===== config.mk =====
export PLATFORM = sky130hd
export DESIGN_NAME = fetch_refill_ctrl
export DESIGN_NICKNAME = d
export VERILOG_FILES = /design/src/rtl/fetch_refill_ctrl.sv
export SDC_FILE = /design/constraint.sdc
export NUM_CORES = 1
export LEC_CHECK = 0
export BUFFER_PORTS_ARGS = -buffer_cell sky130_fd_sc_hd__buf_2
export CORE_AREA = 2 2 307 309
export CTS_BUF_LIST = sky130_fd_sc_hd__clkbuf_8
export DETAILED_ROUTE_END_ITERATION = 10
export DIE_AREA = 0 0 309 311
export GPL_TIMING_DRIVEN = 0
export HOLD_SLACK_MARGIN = 0.12
export MAX_ROUTING_LAYER = met4
export PLACE_DENSITY = 0.54
export SETUP_SLACK_MARGIN = 0.3
export SYNTH_ARGS = -nofsm -noshare
export SYNTH_HDL_FRONTEND = slang
export SYNTH_HIERARCHICAL = 1
export SYNTH_SLANG_ARGS = --single-unit

===== constraint.sdc =====
create_clock -name cpu_clk -period 2 [get_ports cpu_clk]
set_input_delay 0.2 -clock cpu_clk [delete_from_list [all_inputs] [get_ports cpu_clk]]
set_output_delay 0.2 -clock cpu_clk [all_outputs]
set_load 0.02 [all_outputs]

===== src/rtl/fetch_refill_ctrl.sv =====
// I-cache line refill sequencer: one miss -> one line-aligned AXI read -> beats
// drained from the response FIFO and assembled into a line for the fill port.

module fetch_refill_beat_slot #(
    parameter int BEAT_W = 64
) (
    input  logic              cpu_clk,
    input  logic              cpu_reset,
    input  logic              clr,
    input  logic              wr,
    input  logic [BEAT_W-1:0] wdata,
    output logic [BEAT_W-1:0] q
);
    always_ff @(posedge cpu_clk) begin
        if (cpu_reset || clr) q <= '0;
        else if (wr)          q <= wdata;
    end
endmodule

module fetch_refill_ctrl #(
    parameter  int ADDR_W         = 64,
    parameter  int BEAT_W         = 64,
    parameter  int BEATS_PER_LINE = 8,
    localparam int LINE_W         = BEAT_W * BEATS_PER_LINE
) (
    input  logic              cpu_clk,
    input  logic              cpu_reset,
    input  logic              miss_valid_i,
    input  logic [ADDR_W-1:0] miss_addr_i,
    output logic              miss_ready_o,
    output logic              ar_valid_o,
    output logic [ADDR_W-1:0] ar_addr_o,
    input  logic              ar_ready_i,
    output logic              fifo_rd_en_o,
    input  logic              fifo_rd_empty_i,
    input  logic              fifo_rd_valid_i,
    input  logic [BEAT_W-1:0] fifo_rd_data_i,
    input  logic              fifo_rd_err_i,
    input  logic              flush_i,
    output logic              fill_valid_o,
    output logic [ADDR_W-1:0] fill_addr_o,
    output logic [LINE_W-1:0] fill_data_o,
    output logic              fill_err_o
);
    localparam int IDX_W = $clog2(BEATS_PER_LINE);
    localparam int CNT_W = IDX_W + 1;
    localparam int OFF_W = $clog2(LINE_W / 8);
    localparam logic [CNT_W-1:0]  FULL     = CNT_W'(BEATS_PER_LINE);
    localparam logic [CNT_W-1:0]  LAST     = CNT_W'(BEATS_PER_LINE - 1);
    localparam logic [ADDR_W-1:0] OFF_MASK = ADDR_W'((64'd1 << OFF_W) - 64'd1);

    typedef enum logic [2:0] {IDLE, REQ, FILL, DRAIN, DONE} state_t;

    state_t                               state, state_nxt;
    logic [ADDR_W-1:0]                    line_addr;
    logic [BEATS_PER_LINE-1:0][BEAT_W-1:0] line_buf;
    logic                                 line_err;
    logic                                 kill;
    logic [CNT_W-1:0]                     issued_cnt, rcvd_cnt;
    logic                                 miss_fire, busy, rcv, last_rcv, fill_wr;

    assign busy      = (state == FILL) || (state == DRAIN);
    assign miss_fire = miss_valid_i && miss_ready_o;
    // Beats outside FILL/DRAIN or beyond the line are protocol errors and ignored.
    assign rcv       = busy && fifo_rd_valid_i && (rcvd_cnt < FULL);
    assign last_rcv  = rcv && (rcvd_cnt == LAST);
    assign fill_wr   = rcv && (state == FILL);

    always_comb begin
        state_nxt    = state;
        miss_ready_o = 1'b0;
        ar_valid_o   = 1'b0;
        fifo_rd_en_o = 1'b0;
        fill_valid_o = 1'b0;
        case (state)
            IDLE: begin
                miss_ready_o = ~flush_i & ~cpu_reset;
                if (miss_valid_i && miss_ready_o) state_nxt = REQ;
            end
            REQ: begin
                // A flushed request still goes out; its beats get drained later.
                ar_valid_o = 1'b1;
                if (ar_ready_i) state_nxt = (kill || flush_i) ? DRAIN : FILL;
            end
            FILL: begin
                fifo_rd_en_o = ~fifo_rd_empty_i & (issued_cnt < FULL);
                if (flush_i)       state_nxt = last_rcv ? IDLE : DRAIN;
                else if (last_rcv) state_nxt = DONE;
            end
            DRAIN: begin
                fifo_rd_en_o = ~fifo_rd_empty_i & (issued_cnt < FULL);
                if (last_rcv) state_nxt = IDLE;
            end
            DONE: begin
                fill_valid_o = ~flush_i;
                state_nxt    = IDLE;
            end
            default: state_nxt = IDLE;
        endcase
    end

    always_ff @(posedge cpu_clk) begin
        if (cpu_reset) begin
            state      <= IDLE;
            line_addr  <= '0;
            line_err   <= 1'b0;
            kill       <= 1'b0;
            issued_cnt <= '0;
            rcvd_cnt   <= '0;
        end else begin
            state <= state_nxt;
            if (state == IDLE && miss_fire) begin
                line_addr  <= miss_addr_i & ~OFF_MASK;
                line_err   <= 1'b0;
                kill       <= 1'b0;
                issued_cnt <= '0;
                rcvd_cnt   <= '0;
            end
            if (state == REQ && flush_i) kill <= 1'b1;
            if (fifo_rd_en_o) issued_cnt <= issued_cnt + 1'b1;
            if (rcv)          rcvd_cnt   <= rcvd_cnt + 1'b1;
            if (fill_wr)      line_err   <= line_err | fifo_rd_err_i;
        end
    end

    for (genvar k = 0; k < BEATS_PER_LINE; k++) begin : g_slot
        fetch_refill_beat_slot #(.BEAT_W(BEAT_W)) u_slot (
            .cpu_clk  (cpu_clk),
            .cpu_reset(cpu_reset),
            .clr      (state == IDLE && miss_fire),
            .wr       (fill_wr && (rcvd_cnt[IDX_W-1:0] == IDX_W'(k))),
            .wdata    (fifo_rd_data_i),
            .q        (line_buf[k])
        );
    end

    assign ar_addr_o   = line_addr;
    assign fill_addr_o = line_addr;
    assign fill_data_o = line_buf;
    assign fill_err_o  = line_err;
endmodule


==> results of run 1 <==
==> what timing repair did <==
action / CTS / global route
cloned: 1 / 4
hold endpoints to repair: 583 / 12
gates resized for setup: 30 / 33
endpoints found under the setup margin: 538 / 529
pin swaps: 5 / 4
hold buffers: 133 / 2
buffers inserted: 13 / 32
==> layer usage <==
metal  GRT usage [%]  part of all wire, %
met1            20.3                   41
met4            6.91                  3.1
met3            4.79                  6.5
met2            30.7                   50
met5               -                    0
==> layout by cell type (no fill, tap or decap), drive strengths merged, types with 8 or more instances in the layout <==
cell,instances
a21oi,66
buf,1006
clkbuf,144
conb,12
dfxtp,583
dlygate4sd3,135
inv,44
mux2i,513
nand2,122
nor2,523
or2,8
==> cell families (layout without fill, tap and decap cells) <==
family / count (synthesis) / count (layout) / share of synthesized area [%]
AOI/OAI and AO/OA: 73 / 73 / 1.72
xor gates and xnor gates: 1 / 1 / 0.0395
adders and majority gates: 7 / 7 / 0.395
buffers and inverters: 211 / 1342 / 9.72
DFF: 583 / 583 / 52.7
muxes: 513 / 513 / 23.2
other: 1 / 13 / 0.0169
and+or+nand+nor: 682 / 682 / 12.3
==> synth_stat cells, types with 3 or more instances <==
cell	instances
dfxtp_1	583
nor2_1	523
mux2i_1	513
nand2_1	121
buf_4	77
buf_6	70
a21oi_1	66
buf_8	48
or2_1	8
ha_1	7
and3_1	6
clkbuf_1	6
buf_2	4
inv_1	4
nor3_1	4
and2_1	3
==> area by class of cell <==
type / count / area, um^2
clock inverters: 51 / 263
diodes: 1 / 2.50
fillers: 9673 / 60900
plain buffers: 206 / 2290
well taps: 1254 / 1570
inverters: 5 / 23.8
multi-input cells: 1288 / 8440
clock buffers: 133 / 1830
repair buffers: 947 / 5740
flip-flops and latches: 583 / 11700
==> stage by stage <==
stage / std cells / utilization, % / power, mW
2_1_floorplan: 2082 / - / 13.0
3_3_place_gp: 4098 / 29.7 / 14.0
3_5_place_dp: 4098 / 29.7 / 14.0
4_1_cts: 4429 / 33.7 / 25.6
5_1_grt: 4468 / 34.3 / 26.2
6_report: 4468 / 34.3 / 25.2
==> worst min path at each step <==
stage          cells after the start                endpoint  slack, ns
2_1_floorplan                      2           ar_addr_o[10]       0.34
3_3_place_gp                       3           ar_addr_o[44]       0.44
3_5_place_dp                       3           ar_addr_o[56]       0.45
4_1_cts                            4  g_slot[7].u_slot/q[63]       0.02
5_1_grt                            4            ar_addr_o[7]       0.18
6_report                           4           ar_addr_o[56]       0.25
==> registers in the layout, indices dropped and copies added, names as in the netlist <==
register / count
rcvd_cnt: 4
state: 3
ar_addr_o: 58
g_slot.u_slot/q: 512
fill_err_o: 1
kill: 1
issued_cnt: 4
==> worst reg2reg max path, cell delays in order, from the launching register on <==
cell and delay, ns:
dfxtp_1 0.31, buf_6 0.14, nand4bb_4 0.25, nor2_4 0.15, buf_12 0.12, and3_1 0.20, buf_12 0.21, buf_8 0.22
mux2i_1 0.21, nor2_1 0.06
==> power by group <==
part	switching (mW)	internal (mW)
clock network	5.21	5.98
registers	0.0739	11.7
logic	1.34	0.907
total	6.63	18.6
==> metrics.md, run 1 <==
| Metric | Value |
|---|---|
| Status | `finished, final reports clean` |
| Vias in the first global route | `17500` |
| Slowest cell on crit path | `or3_4` |
| Flop-to-flop setup slack | `~0.03 ns` |
| Detail Route Antenna Nets | `0` |
| DR pass1 iterations | `5` |
| Core area | `slightly above 90000 um^2` |
| CP required | `1.80 ns` |
| Post-Syn Area | `22200 um^2` |
| Die width | `~300 um` |
| Clock Tree Root | `clkbuf_8` |
| Dpl hpwl | `just over 60000 um` |
| Max_slew headroom | `roughly 52%` |
| Avg WL per Cell | `roughly 20 um` |
| Worst Skew | `roughly 0.035 ns` |
| Final worst path period need | `between 1.5 and 2 ns` |
| Hold Crit Start | `miss_addr_i[56]` |
| Hold WC Path Type | `primary input to register` |
| Final worst slack | `about 0.01 ns` |
| Critical path buffer and inverter count | `2` |
| GRT overflow | `0` |
| Crit path largest cell delay | `0.34 ns` |
| Rows | `about 110` |
| Highest net fanout along the worst path | `3` |
| Fraction of final layout cells sized beyond drive strength 1 | `between 30 and 40%` |
| Placed cell areas | `between 20000 and 30000 um^2` |
| Initial antenna violation count | `3` |
| Crit. Startpoint | `state[0]` |
| RePlAce Congestion | `0.824` |
| Clock Tree Buf Depth | `3` |
| First-pass GRT wire length | `between 100000 and 150000 um` |
| WHS | `0.250 ns` |
| Critical path data arrival time | `~1.8 ns` |
| Die H | `between 300 and 400 um` |
| Max Clk Rate | `502 MHz` |
| Synthesis-to-layout area growth | `43.6%` |
| R2R depth | `9` |
| CP Class | `register to primary output` |
| Synth area leaders | `dfxtp_1 53%, mux2i_1 23%, nor2_1 8.9%, buf_6 3.6%, buf_8 3.3%` |
| TritonCTS Buffers | `roughly 100` |
| Pwr dens | `between 700 and 800 nW/um^2` |
| Max Cap Viol | `0` |
| Pin count of the biggest net entering global routing | `18` |
| Clock Sinks | `583` |
| Drt total wl | `between 80000 and 90000 um` |
| Post-Place Setup Slack | `-0.268 ns` |
| Crit path depth | `4` |
| Post-synth EDFFs | `0` |
| CTS tree | `built` |
| CTS H-tree depth | `3` |
| Critical-path cell list | `buf_6 > or3_4 > nor3_4 > buf_6` |
| #FFs+latches synth | `between 500 and 600` |
| Initial core utilization | `between 20% and 30%` |
| Fin area | `31800 um^2` |
| Via Count | `around 18000` |
| Final Hold Viols | `0` |
| Die ar. | `between 90000 and 100000 um^2` |
| Setup violators final | `0` |
| Leakage Power | `13.9 nW` |
| R2r endpoint | `g_slot[2].u_slot/q[46]` |
| PortBufs | `around 760` |
| RR Startpoint | `state[2]` |
| Area share of the leading cell type in the synthesized netlist | `between 50 and 60%` |
| CP endpoint kind | `primary output` |
| # nets final | `roughly 3300` |
| Yosys warns | `6` |
| Cell with the most instances on the worst path | `buf_6` |
| Library cells used by synthesis | `39` |
| Cell taking the most area after synthesis | `dfxtp_1` |
| Setup crit start kind | `register` |
| Post-route setup TNS | `0 ns` |
| Async SR Flop Fraction | `0%` |
| RSZ-0062 raised after global routing | `yes` |
| Fin crit share | `about 100%` |
| Mapped Cells | `around 2100` |
| Iter 0 DRT Violations | `820` |
| CTS clk-pin slew, worst paths | `around 0.060 ns` |
| Main synth FF type | `dfxtp_1` |
| All-Layer GR Usage | `between 10% and 20%` |
| Worst-margin pin slew | `~0.71 ns` |
| Remaining DRCs | `0` |
| Slew Limit Fails | `0` |
| Sequential area share after synthesis | `between 50% and 60%` |
| Peak VDD IR | `between 0.0004 and 0.0005 V` |
| Syn Area/Cell | `approximately 11 um^2` |
| Clock Latency Late Sink | `0.75 ns` |
| Setup crit end | `miss_ready_o` |
| Crit path max-delay family | `simple AND/OR/NAND/NOR gates` |
| Num ports | `slightly below 800` |
| Vias per inst | `4.09` |
Note: power is estimated with default switching activity, not from simulation.
==> run 2, diff against run 1 <==
- BUFFER_PORTS_ARGS: -buffer_cell sky130_fd_sc_hd__buf_2 -> -buffer_cell sky130_fd_sc_hd__buf_4
- CORE_AREA: 2 2 307 309 -> 2 2 304 306
- CTS_BUF_LIST: sky130_fd_sc_hd__clkbuf_8 -> sky130_fd_sc_hd__clkbuf_16
- DIE_AREA: 0 0 309 311 -> 0 0 306 308
- PLACE_DENSITY: 0.54 -> 0.55
==> run 2 against run 1 <==
Compared with the run above: the run now ends with setup timing left; critical path depth increased by 8; core utilization grew 8.0 points; first-iteration DRC count grew 51%; sequential share of layout area is 6.3 points lower; combinational power grew 39%; global-route usage is 3.0 points higher; sequential power is essentially flat; die area shrank 1.9%; hold slack got worse by 0.042 ns; critical path type is now register to register.
==> metrics.md, run 2 (same netlist as run 1, synthesis figures left out) <==
| Metric | Value |
|---|---|
| Clock Latency Late Sink | `0.60 ns (was 0.75 ns)` |
| Final worst slack | `-0.0475 ns (was 0.00991 ns)` |
| Critical-path cell list | `buf_6 > buf_6 > buf_6 > nor2_4 > buf_6 > and3_4 > buf_12 > buf_12 > buf_12 > buf_16 > mux2i_2 > nor2_1 (was buf_6 > or3_4 > nor3_4 > buf_6)` |
| TritonCTS Buffers | `68 (was 102)` |
| Rows | `111 (was 112)` |
| Clock Tree Buf Depth | `3 (unchanged)` |
| WHS | `0.207 ns (was 0.250 ns)` |
| Setup crit start kind | `register (unchanged)` |
| Drt total wl | `103000 um (was 89200 um)` |
| Detail Route Antenna Nets | `0 (unchanged)` |
| CTS clk-pin slew, worst paths | `0.06 ns (about the same)` |
| Clock Tree Root | `clkbuf_16 (was clkbuf_8)` |
| Highest net fanout along the worst path | `5 (was 3)` |
| Most common cell after layout, fill and taps aside | `buf_4 (was buf_2)` |
| Dpl hpwl | `64900 um (was 61700 um)` |
| Critical path data arrival time | `2.53 ns (was 1.79 ns)` |
| Final Hold Viols | `0 (unchanged)` |
| RSZ-0062 raised after global routing | `yes (unchanged)` |
| Area of the multi-input gates | `8840 um^2 (was 8440 um^2)` |
| Filler instances | `8658 (was 9673)` |
| Synthesis-to-layout area growth | `73.7% (was 43.6%)` |
| Worst Skew | `0.0229 ns (was 0.0350 ns)` |
| All-Layer GR Usage | `21.1% (was 18.1%)` |
| Initial antenna violation count | `1 (was 3)` |
| Placed Cells incl. Taps | `4030 (was 4098)` |
| Remaining DRCs | `0 (unchanged)` |
| Fin crit share | `102% (was 99.5%)` |
| Commonest cells after routing, fill and taps aside | `869 x buf_4, 581 x dfxtp_1, 506 x nor2_1 (was 760 x buf_2, 582 x dfxtp_1, 521 x nor2_1)` |
| Clock Sinks | `583 (unchanged)` |
| Post-Place Setup Slack | `-0.317 ns (was -0.268 ns)` |
| Max_slew headroom | `53.3% (was 52.4%)` |
| CTS H-tree depth | `3 (unchanged)` |
| Die width | `306 um (was 309 um)` |
| Max Clk Rate | `488 MHz (was 502 MHz)` |
| Layout Cells excl Fill | `4525 (was 4468)` |
| CP endpoint kind | `register (was primary output)` |
| Max reg flops | `512 (unchanged)` |
| Setup violators final | `48 (was 0)` |
| Core area | `91000 um^2 (was 92800 um^2)` |
| RePlAce Congestion | `0.818 (was 0.824)` |
| Vias in the first global route | `18600 (was 17500)` |
| Initial core utilization | `24.4% (was 23.9%)` |
| Num ports | `781 (unchanged)` |
| Avg WL per Cell | `22.7 um (was 20.0 um)` |
| Worst-margin pin slew | `0.701 ns (was 0.714 ns)` |
| Crit path max-delay family | `buffers and inverters (was simple AND/OR/NAND/NOR gates)` |
| Iter 0 DRT Violations | `1240 (was 820)` |
| Hold WC Path Type | `primary input to register (unchanged)` |
| Crit path largest cell delay | `0.33 ns (was 0.34 ns)` |
| # nets final | `3436 (was 3276)` |
| Critical path buffer and inverter count | `8 (was 2)` |
| CTS tree | `built (unchanged)` |
| Leakage Power | `15.8 nW (was 13.9 nW)` |
| Peak VDD IR | `0.000433 V (was 0.000444 V)` |
| Max Cap Viol | `0 (unchanged)` |
| DR pass1 iterations | `5 (unchanged)` |
| PortBufs | `762 (unchanged)` |
| Die ar. | `94200 um^2 (was 96100 um^2)` |
| CP required | `2.48 ns (was 1.80 ns)` |
| Largest Register | `g_slot.u_slot/q (unchanged)` |
| Failing checks | `setup timing` |
| Die H | `308 um (was 311 um)` |
| Cell with the most instances on the worst path | `buf_6 (unchanged)` |
| Status | `complete, but fails checks (was finished, final reports clean)` |
| Register area | `11700 um^2 (about the same)` |
| Slowest cell on crit path | `dfxtp_2 (was or3_4)` |
| GRT overflow | `0 (unchanged)` |
| Vias per inst | `4.25 (was 4.09)` |
| Slew Limit Fails | `0 (unchanged)` |
| CP Class | `register to register (was register to primary output)` |
| Fraction of final layout cells sized beyond drive strength 1 | `41.8% (was 36.6%)` |
| Pwr dens | `689 nW/um^2 (was 793 nW/um^2)` |
| First-pass GRT wire length | `139000 um (was 123000 um)` |
| Via Count | `19200 (was 18300)` |
| Final worst path period need | `2.05 ns (was 1.99 ns)` |
| Pin count of the biggest net entering global routing | `13 (was 18)` |
[run 2: cell count changes in the layout (fill, tap and decap cells not counted), sizes merged, moves of 2 or more]
cell	previous run	this run
dlygate4sd3	135	128
clkbuf	144	93
inv	44	20
bufinv	0	2
clkinvlp	5	2
clkinv	7	27
buf	1006	1192
[run 2: path summary, 6_finish.rpt]
path | from | end | slack [ns] | cells past startpoint
max | state[0] | g_slot[2].u_slot/q[21] | -0.05 | 12
min | cpu_reset | g_slot[7].u_slot/q[61] | 0.21 | 5
max reg2reg | state[0] | g_slot[2].u_slot/q[21] | -0.05 | 12
min reg2reg | ar_addr_o[21] | ar_addr_o[21] | 0.48 | 2
[run 2: metrics by stage]
stage	power, mW	utilization, %	instance area [um^2]	setup TNS (ns)
floorplan	13.0	-	22200	0
global placement	14.1	32.3	29400	-123.02
detailed placement	14.1	32.3	29400	-126.64
CTS	26.6	40.6	36900	-0.655
global route	27.4	42.3	38500	-12.61
finish	26.5	42.3	38500	-0.649
[run 2: routing by layer]
metal	up-vias	wire length, um	track usage (%)
met5	-	0	-
met2	640	50800	35.8
met3	141	5890	4.58
met4	0	2750	6.04
li1	9265	-	-
met1	9176	43500	25.1
[run 2: cell type report]
cell class	count	area share (%)
timing repair buffer	1141	30.7
sequential	583	30.3
multi-input combinational	1288	23.0
buffer	206	6.91
clock buffer	68	4.42
tap	1186	3.86
clock inverter	46	0.770
inverter	5	0.0618
antenna	2	0.0130
[run 2: power breakdown]
part | total, mW | internal [mW] | leakage [nW] | switching (mW)
sequential | 11.8 | 11.7 | 4.70 | 0.0881
clock | 11.6 | 6.43 | 1.03 | 5.13
combinational | 3.13 | 1.56 | 10.0 | 1.58
[run 2: what timing repair did]
item	CTS	global route
cloned	71	19
resized for setup	228	167
endpoints found under the setup margin	516	574
buffers inserted	126	35
endpoints found under the hold margin	582	0
hold buffers	128	0
pin swaps	31	108
[run 2: worst register-to-register path, stage by stage (launching register included)]
cell and delay [ns]:
dfxtp_2 0.33, buf_6 0.12, buf_6 0.11, buf_6 0.11, nor2_4 0.12, buf_6 0.13, and3_4 0.22, buf_12 0.16
buf_12 0.15, buf_12 0.10, buf_16 0.12, mux2i_2 0.20, nor2_1 0.05
==> run 3, diff against run 2 <==
- ABC_AREA: unset -> 1
- CORE_AREA: 2 2 304 306 -> 2 2 308 310
- DIE_AREA: 0 0 306 308 -> 0 0 310 312
- PLACE_DENSITY: 0.55 -> 0.57
==> run 3 against run 2 <==
Compared with the run above: critical path depth shrank 1; die area grew 2.6%; clock skew grew 0.0011 ns; sequential cell count is the same; maximum frequency grew 14%; the flow now finishes without violations; register-to-register slack gained 0.26 ns; core utilization grew 2.4 points.
==> metrics.md, run 3 <==
| Metric | Value |
|---|---|
| Synthesis-to-layout area growth | `68.3% (was 73.7%)` |
| Critical-path cell list | `inv_6 > nand3_4 > inv_4 > nand2_8 > nor3_4 > buf_6 > buf_16 > buf_12 > nand2_1 > nand2_2 > nor2_1 (was buf_6 > buf_6 > buf_6 > nor2_4 > buf_6 > and3_4 > buf_12 > buf_12 > buf_12 > buf_16 > mux2i_2 > nor2_1)` |
| Worst Skew | `0.0240 ns (was 0.0229 ns)` |
| Synth area leaders | `dfxtp_1 47%, nor2_1 17%, nand2_1 16%, inv_1 8.1%, buf_4 5.7% (was dfxtp_1 53%, mux2i_1 23%, nor2_1 8.9%, buf_6 3.6%, buf_8 3.3%)` |
| Filler instances | `9366 (was 8658)` |
| Iter 0 DRT Violations | `1815 (was 1240)` |
| GRT overflow | `0 (unchanged)` |
| Peak VDD IR | `0.000621 V (was 0.000433 V)` |
| CP Class | `register to register (unchanged)` |
| Most common cell in the netlist | `nor2_1 (was dfxtp_1)` |
| #FFs+latches synth | `583 (unchanged)` |
| Pwr dens | `711 nW/um^2 (was 689 nW/um^2)` |
| # nets final | `4949 (was 3436)` |
| Setup crit start kind | `register (unchanged)` |
| Clock Tree Buf Depth | `3 (unchanged)` |
| Core area | `93000 um^2 (was 91000 um^2)` |
| Crit path largest cell delay | `0.37 ns (was 0.33 ns)` |
| RR Startpoint | `state[0] (unchanged)` |
| Dpl hpwl | `81900 um (was 64900 um)` |
| M1 wire length | `50500 um (was 43500 um)` |
| Top Metal Used | `met4 (unchanged)` |
| Final Hold Viols | `0 (unchanged)` |
| Syn Area/Cell | `6.71 um^2 (was 10.7 um^2)` |
| Vias per inst | `4.21 (was 4.25)` |
| Vias in the first global route | `22900 (was 18600)` |
| Avg WL per Cell | `20.2 um (was 22.7 um)` |
| Clock Tree Root | `clkbuf_16 (unchanged)` |
| Hold WC Path Type | `primary input to register (unchanged)` |
| Pin count of the biggest net entering global routing | `13 (unchanged)` |
| CTS H-tree depth | `3 (unchanged)` |
| Max Clk Rate | `558 MHz (was 488 MHz)` |
| All-Layer GR Usage | `23.5% (was 21.1%)` |
| Commonest cells after routing, fill and taps aside | `1019 x nor2_1, 877 x buf_4, 674 x nand2_1 (was 869 x buf_4, 581 x dfxtp_1, 506 x nor2_1)` |
| Largest Register | `g_slot.u_slot/q (unchanged)` |
| Clock Latency Late Sink | `0.65 ns (was 0.60 ns)` |
| Clock Sinks | `583 (unchanged)` |
| Area share of the leading cell type in the synthesized netlist | `47.2% (was 52.7%)` |
| Yosys warns | `6 (unchanged)` |
| Max Cap Viol | `0 (unchanged)` |
| Num ports | `781 (unchanged)` |
| WHS | `0.319 ns (was 0.207 ns)` |
| Rows | `112 (was 111)` |
| Cell taking the most area after synthesis | `dfxtp_1 (unchanged)` |
| Initial antenna violation count | `5 (was 1)` |
| CP required | `2.54 ns (was 2.48 ns)` |
| Highest net fanout along the worst path | `8 (was 5)` |
| R2r endpoint | `g_slot[1].u_slot/q[21] (was g_slot[2].u_slot/q[21])` |
| Sequential area share after synthesis | `47.2% (was 52.7%)` |
| Worst-margin pin slew | `0.758 ns (was 0.701 ns)` |
| Most common cell after layout, fill and taps aside | `nor2_1 (was buf_4)` |
| Final worst path period need | `1.79 ns (was 2.05 ns)` |
| Met3 wire length | `9100 um (was 5890 um)` |
| Critical path data arrival time | `2.33 ns (was 2.53 ns)` |
| Mapped Cells | `3683 (was 2071)` |
| Library cells used by synthesis | `27 (was 39)` |
| R2R depth | `11 (was 12)` |
| Post-Syn Area | `24700 um^2 (was 22200 um^2)` |
| Max_slew headroom | `49.4% (was 53.3%)` |
| Leakage Power | `20.7 nW (was 15.8 nW)` |
| Die H | `312 um (was 308 um)` |
| Die ar. | `96700 um^2 (was 94200 um^2)` |
| Async SR Flop Fraction | `0% (unchanged)` |
| RSZ-0062 raised after global routing | `yes (unchanged)` |
| Setup crit end | `g_slot[1].u_slot/q[21] (was g_slot[2].u_slot/q[21])` |
| Main synth FF type | `dfxtp_1 (unchanged)` |
| Setup violators final | `0 (was 48)` |
| Crit. Startpoint | `state[0] (unchanged)` |
| CP endpoint kind | `register (unchanged)` |
| Slew Limit Fails | `0 (unchanged)` |
| Status | `finished, final reports clean (was complete, but fails checks)` |
| CTS tree | `built (unchanged)` |
| PortBufs | `762 (unchanged)` |
| Fin crit share | `89.6% (was 102%)` |
| Detail Route Antenna Nets | `0 (unchanged)` |
| TritonCTS Buffers | `71 (was 68)` |
| Flop-to-flop setup slack | `0.21 ns (was -0.05 ns)` |
| RePlAce Congestion | `0.855 (was 0.818)` |
| Slowest cell on crit path | `dfxtp_4 (was dfxtp_2)` |
| Post-route setup TNS | `0 ns (was -0.649 ns)` |
| Remaining DRCs | `0 (unchanged)` |
| Drt total wl | `124000 um (was 103000 um)` |
| First-pass GRT wire length | `159000 um (was 139000 um)` |
| Die width | `310 um (was 306 um)` |
| Top post-synthesis cells by count | `1101 x nor2_1, 1047 x nand2_1, 583 x dfxtp_1 (was 583 x dfxtp_1, 523 x nor2_1, 513 x mux2i_1)` |
| Initial core utilization | `26.6% (was 24.4%)` |
| DR pass1 iterations | `5 (unchanged)` |
| Via Count | `25700 (was 19200)` |
| Met2 wire length | `59700 um (was 50800 um)` |
| Fraction of final layout cells sized beyond drive strength 1 | `36.8% (was 41.8%)` |
| Post-synth EDFFs | `0 (unchanged)` |
| Max reg flops | `512 (unchanged)` |
| CTS clk-pin slew, worst paths | `0.06 ns (about the same)` |
## run 3: repair_timing
item | CTS | global route
endpoints found under the hold margin | 580 | 0
hold buffers | 130 | 0
cloned | 7 | 60
endpoints found under the setup margin | 516 | 518
buffers inserted | 56 | 24
pin swaps | 15 | 410
resized for setup | 213 | 826
## run 3: cell type report
cell class	count	area, um^2	share of cell area (%)
antenna	4	10.0	0.0241
buffer	250	3060	7.36
clock buffer	71	1780	4.27
clock inverter	49	347	0.833
inverter	536	2040	4.90
multi-input combinational	2325	11300	27.1
sequential	583	11700	28.1
tap	1254	1570	3.77
timing repair buffer	1039	9830	23.6
## run 3: report_power, final
| group | switching [mW] | internal [mW] |
|---|---|---|
| combinational | 2.90 | 2.32 |
| clock | 5.44 | 6.85 |
| sequential | 0.215 | 11.9 |
## run 3: cell families (layout without fill, tap and decap cells)
logic type,Yosys count,in the layout,synth area share (%)
simple gates,2231,2231,35.1
buf+inv,786,1945,15.8
other cells,1,16,0.0152
flops,583,583,47.2
xor+xnor,1,1,0.0354
fa+ha+maj,7,7,0.354
compound gates,74,74,1.51
## run 3: critical path: cells and delay by family, from the launching register on
family,cells,cell delay [ns]
AND/OR/NAND/NOR,6,0.62
buffers and inverters,5,0.68
flip-flops,1,0.37
## run 3: worst min path at each step
stage / from / endpoint / slack [ns] / cells after the start
after floorplan: miss_addr_i[48] / ar_addr_o[48] / 0.35 / 2
after global routing: miss_addr_i[23] / ar_addr_o[23] / 0.32 / 4
final: cpu_reset / rcvd_cnt[1] / 0.32 / 3
after CTS: miss_addr_i[39] / ar_addr_o[39] / 0.27 / 4
after detailed placement: miss_addr_i[38] / ar_addr_o[38] / 0.44 / 3
after global placement: miss_addr_i[36] / ar_addr_o[36] / 0.43 / 3
## run 3: stage by stage
step	instances	power (mW)	cell area, um^2	util (%)	setup WS, ns
6_report	6111	29.6	41600	44.7	0.208
5_1_grt	6111	30.7	41600	44.7	0.131
4_1_cts	6023	29.1	37100	39.8	0.175
3_5_place_dp	5710	16.2	32100	34.5	-0.491
3_3_place_gp	5710	16.1	32100	34.5	-0.472
2_1_floorplan	3694	14.5	24800	-	0.310
## run 3: per-layer routing
metal | global-route usage, % | vias to the layer above
li1 | - | 12800
met5 | - | -
met3 | 6.31 | 180
met4 | 6.93 | 0
met1 | 27.4 | 11900
met2 | 39.1 | 846
